File: src/rtl/instr_mem_pkg.sv
// Shared widths for the instruction-memory byte filler and the word serializer,
// so both ends of the byte stream agree on one definition.
package instr_mem_pkg;

  localparam int BYTE_W = 8;
  localparam int WORD_W = 32;
  localparam int NBYTES = WORD_W / BYTE_W;

  typedef enum logic {
    S_IDLE = 1'b0,
    S_SEND = 1'b1
  } ser_state_t;

endpackage

File: src/rtl/word_serializer.sv
// Drains WORD_W-bit words into a BYTE_W-bit valid/ready stream, least-significant
// byte first, sustaining one byte per cycle with no bubble between words.
module word_serializer
  import instr_mem_pkg::ser_state_t;
  import instr_mem_pkg::S_IDLE;
  import instr_mem_pkg::S_SEND;
#(
  parameter int WORD_W = instr_mem_pkg::WORD_W,
  parameter int BYTE_W = instr_mem_pkg::BYTE_W
) (
  input  logic              clk,
  input  logic              rst,
  input  logic [WORD_W-1:0] word_in,
  input  logic              word_valid,
  output logic              word_ready,
  output logic [BYTE_W-1:0] byte_out,
  output logic              byte_valid,
  input  logic              byte_ready,
  output logic              byte_last,
  output logic              word_done
);

  localparam int NBYTES = WORD_W / BYTE_W;
  localparam int IDX_W  = (NBYTES > 1) ? $clog2(NBYTES) : 1;
  localparam logic [IDX_W-1:0] LAST_IDX = IDX_W'(NBYTES - 1);

  if ((WORD_W % BYTE_W) != 0) begin : g_bad_width
    $error("word_serializer: WORD_W must be a multiple of BYTE_W");
  end

  ser_state_t        state_q, state_d;
  logic [WORD_W-1:0] shift_q, shift_d;
  logic [IDX_W-1:0]  idx_q, idx_d;
  logic              done_q;

  logic sending;
  logic byte_xfer;
  logic last_xfer;
  logic word_xfer;

  assign sending    = (state_q == S_SEND);
  assign byte_valid = sending;
  assign byte_out   = sending ? shift_q[BYTE_W-1:0] : '0;
  assign byte_last  = sending && (idx_q == LAST_IDX);

  assign byte_xfer = byte_valid && byte_ready;
  assign last_xfer = byte_xfer && byte_last;

  // byte_ready feeds word_ready combinationally so the next word loads on the
  // same edge that retires the final byte of the current one.
  assign word_ready = !sending || (byte_last && byte_ready);
  assign word_xfer  = word_valid && word_ready;

  assign word_done = done_q;

  always_comb begin
    // NOTE: every next-state value gets its hold default first, so no path
    // through the branches below can leave one unassigned and infer a latch.
    state_d = state_q;
    shift_d = shift_q;
    idx_d   = idx_q;

    if (word_xfer) begin
      state_d = S_SEND;
      shift_d = word_in;
      idx_d   = '0;
    end else if (last_xfer) begin
      state_d = S_IDLE;
    end else if (byte_xfer) begin
      shift_d = shift_q >> BYTE_W;
      idx_d   = idx_q + IDX_W'(1);
    end
  end

  // NOTE: registers update with non-blocking assignments so every flop samples
  // the pre-edge values, independent of statement order inside the block.
  always_ff @(posedge clk) begin
    if (rst) begin
      state_q <= S_IDLE;
      shift_q <= '0;
      idx_q   <= '0;
      done_q  <= 1'b0;
    end else begin
      state_q <= state_d;
      shift_q <= shift_d;
      idx_q   <= idx_d;
      done_q  <= last_xfer;
    end
  end

endmodule
File: config.mk
export PLATFORM = sky130hd
export DESIGN_NAME = word_serializer
export DESIGN_NICKNAME = d
export VERILOG_FILES = /design/src/rtl/instr_mem_pkg.sv /design/src/rtl/word_serializer.sv
export SDC_FILE = /design/constraint.sdc
export NUM_CORES = 1
export LEC_CHECK = 0
export CORE_MARGIN = 2
export CORE_UTILIZATION = 35
export CTS_BUF_LIST = sky130_fd_sc_hd__clkbuf_8
export DETAILED_ROUTE_END_ITERATION = 6
export GPL_ROUTABILITY_DRIVEN = 1
export PLACE_DENSITY = 0.66
export SLEW_MARGIN = 20
export SYNTH_ARGS = -nofsm -noshare
export SYNTH_HDL_FRONTEND = slang
export SYNTH_SLANG_ARGS = --single-unit
File: constraint.sdc
create_clock -name clk -period 2.5 [get_ports clk]
set_input_delay 0.375 -clock clk [delete_from_list [all_inputs] [get_ports clk]]
set_output_delay 0.375 -clock clk [all_outputs]
set_load 0.01 [all_outputs]
# Yosys cells after proc, flatten, opt, wreduce, memory -nomap -nowiden
# Cells that the tools add are included.
# word_totals
register_bits	36
in_bits	36
output_inout_bits	12
wordCells	26
# classes
eq_ne	2
bitwise_logic	1
reduce_logical	12
mux	6
n_addsub	1
# op_table
cell	n
32-bit 2-to-1 mux	3
8-bit 2-to-1 mux	1
1-bit logical AND	5
2-bit AND reduction	2
2-bit nonzero test	2
2-bit by 1-bit adder with 2-bit output, second input constant	1
2-bit == test, second input constant	1
1-bit 2-to-1 mux	2
2-bit by 1-bit != test with 1-bit output, second input constant	1
2-bit OR reduction	1
1-bit zero test	1
1-bit logical OR	1
1-bit NOT	1

# Longest topological paths before layout
# Gate-level depths: netlist of run 1.
# logic_depth
word_depth	7
ltp_mapped	7

# Worst setup path before layout of run 1
# No wires, ideal clock.
# synth_timing
kind	register to output
from	reg idx_q[0]
to	out word_ready
arrival_ns	1.139
t_required_ns	2.125
path_slack_ns	0.986
path_stages_with_launch	6
path_cell_list	dfxtp_1 -> ha_1 -> buf_4 -> a21boi_4 -> inv_2 -> buf_2
# synth_between
elab_chain_cells	4
# synth_rtl
element	line	rtl
from (decl)	word_serializer.sv:33	logic [IDX_W-1:0] idx_q, idx_d;
from (signal assigned)	word_serializer.sv:86	idx_q <= idx_d;
2-bit == test	word_serializer.sv:44	assign byte_last = sending && (idx_q == LAST_IDX);
1-bit logical AND	word_serializer.sv:44	
1-bit logical AND	word_serializer.sv:51	assign word_ready = !sending || (byte_last && byte_ready);
1-bit logical OR	word_serializer.sv:51	
to (decl)	word_serializer.sv:15	output logic word_ready,
# Every way passes these cells.

# Worst setup path after layout of run 1
# Ends and elaborated chain as after synthesis.

==> results of run 1 <==
[flip-flops by register name, indices dropped and copies added (netlist names)]
register / count
byte_valid: 1
idx_q: 2
shift_q: 32
word_done: 1
[Yosys cell counts (all sizes together)]
library cell,instances
a21boi,1
a21oi,33
and2,9
and3b,1
buf,16
clkbuf,11
clkinv,1
dfxtp,36
ha,1
inv,1
mux2i,1
nand2,1
nand2b,1
nand3,8
nand3b,1
nor2,49
nor3,2
nor3b,24
o211a,24
o211ai,8
o21ai,24
xor2,1
[cell families after synthesis]
group | after synthesis | synth area share [%]
AO/OA/AOI/OAI | 90 | 29.9
XOR/XNOR | 1 | 0.434
adder cells (fa/ha/maj) | 1 | 0.620
buffers and inverters | 29 | 7.19
flip-flops | 36 | 35.7
multiplexers | 1 | 0.496
AND/OR/NAND/NOR | 96 | 25.6
[power by group through the flow]
stage / clock [mW] / sequential [mW] / combinational (mW)
3_5_place_dp: 0 / 0.666 / 0.290
4_1_cts: 0.512 / 0.653 / 0.291
5_1_grt: 0.531 / 0.659 / 0.321
6_report: 0.503 / 0.653 / 0.288
3_3_place_gp: 0 / 0.666 / 0.288
2_1_floorplan: 0 / 0.657 / 0.188
[how the worst max path moves through the flow]
stage	from	slack, ns	endpoint
2_1_floorplan	idx_q[0]	0.99	word_ready
3_3_place_gp	byte_ready	0.30	word_ready
3_5_place_dp	byte_ready	0.29	word_ready
4_1_cts	idx_q[0]	0.25	word_ready
5_1_grt	idx_q[0]	0.17	word_ready
6_report	idx_q[0]	0.25	word_ready
[per-layer routing]
layer | wire length [um] | part of all wire [%] | global-route usage [%]
met1 | 2390 | 47 | 22.0
met2 | 2360 | 47 | 26.0
met3 | 273 | 5.4 | 4.75
met4 | 24 | 0.47 | 4.58
met5 | 0 | 0 | 0
[metrics by stage]
step                setup slack [ns]  instance area, um2  instances
global route                   0.169                2610        360
floorplan                      0.986                2020        254
detailed placement             0.291                2500        352
global placement               0.296                2500        352
CTS                            0.248                2610        360
finish                         0.252                2610        360
[critical path, stage by stage, from the launching register on]
cell and delay (ns):
dfxtp_1 0.33, ha_1 0.26, a21boi_4 0.32, inv_2 0.17
clkdlybuf4s50_1 0.51
[cell type report]
| type | count | area, um2 |
|---|---|---|
| Clock buffer | 5 | 68.8 |
| Inverter | 2 | 7.51 |
| Multi-Input combinational cell | 189 | 1150 |
| Fill cell | 570 | 2930 |
| Sequential cell | 36 | 721 |
| Clock inverter | 3 | 38.8 |
| Tap cell | 72 | 90.1 |
| Timing Repair Buffer | 53 | 528 |
==> results.cfg, run 1 <==
[run_status]
status = finished, final reports clean

[final_layout]
layout_common_cells = 49 x nor2_1, 47 x clkdlybuf4s50_1, 36 x dfxtp_1
syn2layout_area_growth_pct = 29.1
postLayoutCoreUtil_pct = 47.0
drive_above_1_share_pct = 5.90
final_common_cell = nor2_1
diodes = 0
nets = 324

[power_and_ir_drop]
p_seq_share_pct = 45.2
leakagePower_nw = 1.13
power.density_nw_per_um2 = 554
ir_worst_vdd_v = 0.000297
power.switching_uw = 380
swShare_pct = 26.3
total_power_mw = 1.44
intPower_mw = 1.06
pwr-share-comb_pct = 20.0
p_clk_share_pct = 34.8

[route]
wl_per_cell_um = 14.0
drtIter0Drc = 196
first_pass_iters = 4
vias = 1875
drc = 0
ant_nets = 0
finalWirelength_um = 5050
via_per_inst = 5.21

[place]
globalplace.congestion = 0.773
port-buffer-count = 47
dpl.hpwl_um = 3150

[setup_path]
crit_required_ns = 2.12
arrival_ns = 1.87
rrSetupSlack_ns = 0.68
critical_path_class = reg2out
regToRegEndpoint = shift_q[0]
worst_setup_path_start_kind = flop
cp_max_fo = 11
r2r-start = idx_q[0]
cp-end-kind = primary output
reg2regPathDepth = 6

[yosys]
synth_top_cell_by_area = dfxtp_1
syn_avg_cell_area_um2 = 7.95
yosys-top-cells-area = dfxtp_1 36%, o211a_1 12%, nor2_1 9.1%
syn_inst = 254
synth_seq_cells = 36
synth_nets = 291
synth_top_area_share_pct = 35.7
synth-warning-count = 0
synth_cell_type_count = 26
seq_area_frac_synth_pct = 35.7
synthesis.area_um2 = 2020

[cts]
clock_latency_ns = 0.29
cts_resized = 0
clock-sinks = 36
cts_hold_buf = 0
cts_max_level = 2
cts-root-buf = clkbuf_8
cts_tree = done
path_clk_slew_ns = 0.07
cts_buffers = 5
postCtsSetupBuffers = 0
clockBufferDepth = 2

[global_routing]
gr-total-overflow = 0
grt_pass1_vias = 1708
grt_pass1_wl_um = 8260
track_usage_pct = 16.5
grt_max_degree = 51
antenna_found_initial = 0

[sta]
fmax_mhz = 445
setup_viol = 0
slew-limit-headroom_pct = 71.2
tightestPinTransition_ns = 0.432
final-max-slew-violation-count = 0
final.period_utilization_pct = 89.9
fin_skew_ns = 0.00509
hold_ws_ns = 0.496
tns_ns = 0
period_needed_ns = 2.25
hold_violations = 0
rsz0062_at_grt = false

[die]
rows = 27
core_um2 = 5540
chipHeight_um = 79.9
pin_count = 48
die_w_um = 79.9
dieArea_um2 = 6390
initial_core_util_pct = 36.4

[worst_hold_path]
min_to = shift_q[27]
holdPathStages = 2
hold_path.class = reg2reg
hold_path.startpoint = shift_q[27]

[run]
cap_violations = 0
(Power assumes the default switching activity.)
==> run 2: changes to the inputs <==
--- a/config.mk
+++ b/config.mk
@@ -5,12 +5,13 @@
 export SDC_FILE = /design/constraint.sdc
 export NUM_CORES = 1
 export LEC_CHECK = 0
-export CORE_MARGIN = 2
+export CORE_MARGIN = 4
 export CORE_UTILIZATION = 35
 export CTS_BUF_LIST = sky130_fd_sc_hd__clkbuf_8
 export DETAILED_ROUTE_END_ITERATION = 6
 export GPL_ROUTABILITY_DRIVEN = 1
 export PLACE_DENSITY = 0.66
+export REMOVE_ABC_BUFFERS = 1
 export SLEW_MARGIN = 20
 export SYNTH_ARGS = -nofsm -noshare
 export SYNTH_HDL_FRONTEND = slang
==> results.cfg, run 2 (synthesis gave the netlist of run 1 again) <==
[route]
ant_nets = 0
drtIter0Drc = 183
first_pass_iters = 4
via_per_inst = 5.29
vias = 1931
finalWirelength_um = 5160
wl_per_cell_um = 14.1
drc = 0

[cts]
cts_tree = done
clock-sinks = 36
cts-root-buf = clkbuf_8
clockBufferDepth = 2
cts_resized = 0
path_clk_slew_ns = 0.07
cts_max_level = 2
cts_hold_buf = 0
postCtsSetupBuffers = 0
clock_latency_ns = 0.29
cts_buffers = 5

[final_layout]
layout_common_cells = 49 x nor2_1, 47 x clkdlybuf4s50_1, 36 x dfxtp_1
multiInputGateArea_um2 = 1150
top_register = shift_q
stdcell_count = 365
fillCellCount = 573
drive_above_1_share_pct = 7.51
postLayoutCoreUtil_pct = 47.5
largest_reg_flops = 32
syn2layout_area_growth_pct = 30.4
final_common_cell = nor2_1
reg.largest.list = shift_q: 32 flops, idx_q: 2 flops
regArea_um2 = 721
nets = 329
diodes = 0
design_area_um2 = 2630

[sta]
hold_violations = 0
layout_setup_ws_ns = 0.298
tightestPinTransition_ns = 0.522
period_needed_ns = 2.20
fin_skew_ns = 0.00247
slew-limit-headroom_pct = 65.1
tns_ns = 0
final.period_utilization_pct = 88.1
final-max-slew-violation-count = 0
hold_ws_ns = 0.494
setup_viol = 0
fmax_mhz = 454
rsz0062_at_grt = false

[die]
dieArea_um2 = 7050
initial_core_util_pct = 36.4
rows = 27
chipHeight_um = 83.9
core_um2 = 5540
die_w_um = 83.9
pin_count = 48

[place]
globalplace.congestion = 0.731
port-buffer-count = 47
dp.cells = 357
dpl_cell_area_um2 = 2520
dpl.hpwl_um = 3290
pre_cts_ws_ns = 0.434

[setup_path]
path_buf_inv = 1
arrival_ns = 1.83
worst_setup_path_start_kind = flop
crit_required_ns = 2.12
cp_cell_sequence = ha_1 -> and2_1 -> clkdlybuf4s50_1
cp_max_fo = 9
slowest_delay_ns = 0.54
cp-end-kind = primary output
worst_path_max_delay_cell = clkdlybuf4s50_1
critical_path_class = reg2out
crit_family = buffers and inverters

[global_routing]
antenna_found_initial = 0
gr-total-overflow = 0
grt_pass1_vias = 1832
grt.met1_usage_pct = 19.9
busiest_layer = met2
use_met2_pct = 23.2
use_met3_pct = 4.24
grt_max_degree = 51
grt_pass1_wl_um = 8650
track_usage_pct = 15.0

[run_status]
status = finished, final reports clean

[power_and_ir_drop]
ir_worst_vdd_v = 0.000202
total_power_mw = 1.45
leakagePower_nw = 1.15
power.density_nw_per_um2 = 550

[run]
cap_violations = 0

[worst_hold_path]
hold_path.class = reg2reg
-- run 2: final timing paths --
kind	cells past startpoint	startpoint	slack, ns	endpoint
worst max-delay path	3	idx_q[0]	0.30	byte_last
worst min-delay path	2	shift_q[24]	0.49	shift_q[24]
worst max register to register	6	idx_q[0]	0.63	shift_q[20]
worst min register to register	2	shift_q[24]	0.49	shift_q[24]
-- run 2: final cells by class --
type	count	area share [%]
Clock buffer	5	2.62
Sequential cell	36	27.4
Clock inverter	3	1.47
Multi-Input combinational cell	189	43.8
Inverter	2	0.285
Timing Repair Buffer	58	21.0
Tap cell	72	3.42
-- run 2: worst min-delay path, stage by stage, from the launching register on --
cell	delay (ns)
dfxtp_1	0.31
o211ai_1	0.07
a21oi_1	0.06
-- run 2: where the power goes --
part,internal (mW),total [mW],switching (mW)
logic,0.156,0.293,0.137
registers,0.620,0.650,0.0308
clock network,0.292,0.503,0.211
-- run 2: routing by layer --
layer | vias to the layer above | wire length, um
met5 | - | 0
met4 | 0 | 64
met3 | 7 | 269
met2 | 49 | 2350
met1 | 901 | 2480
li1 | 974 | -
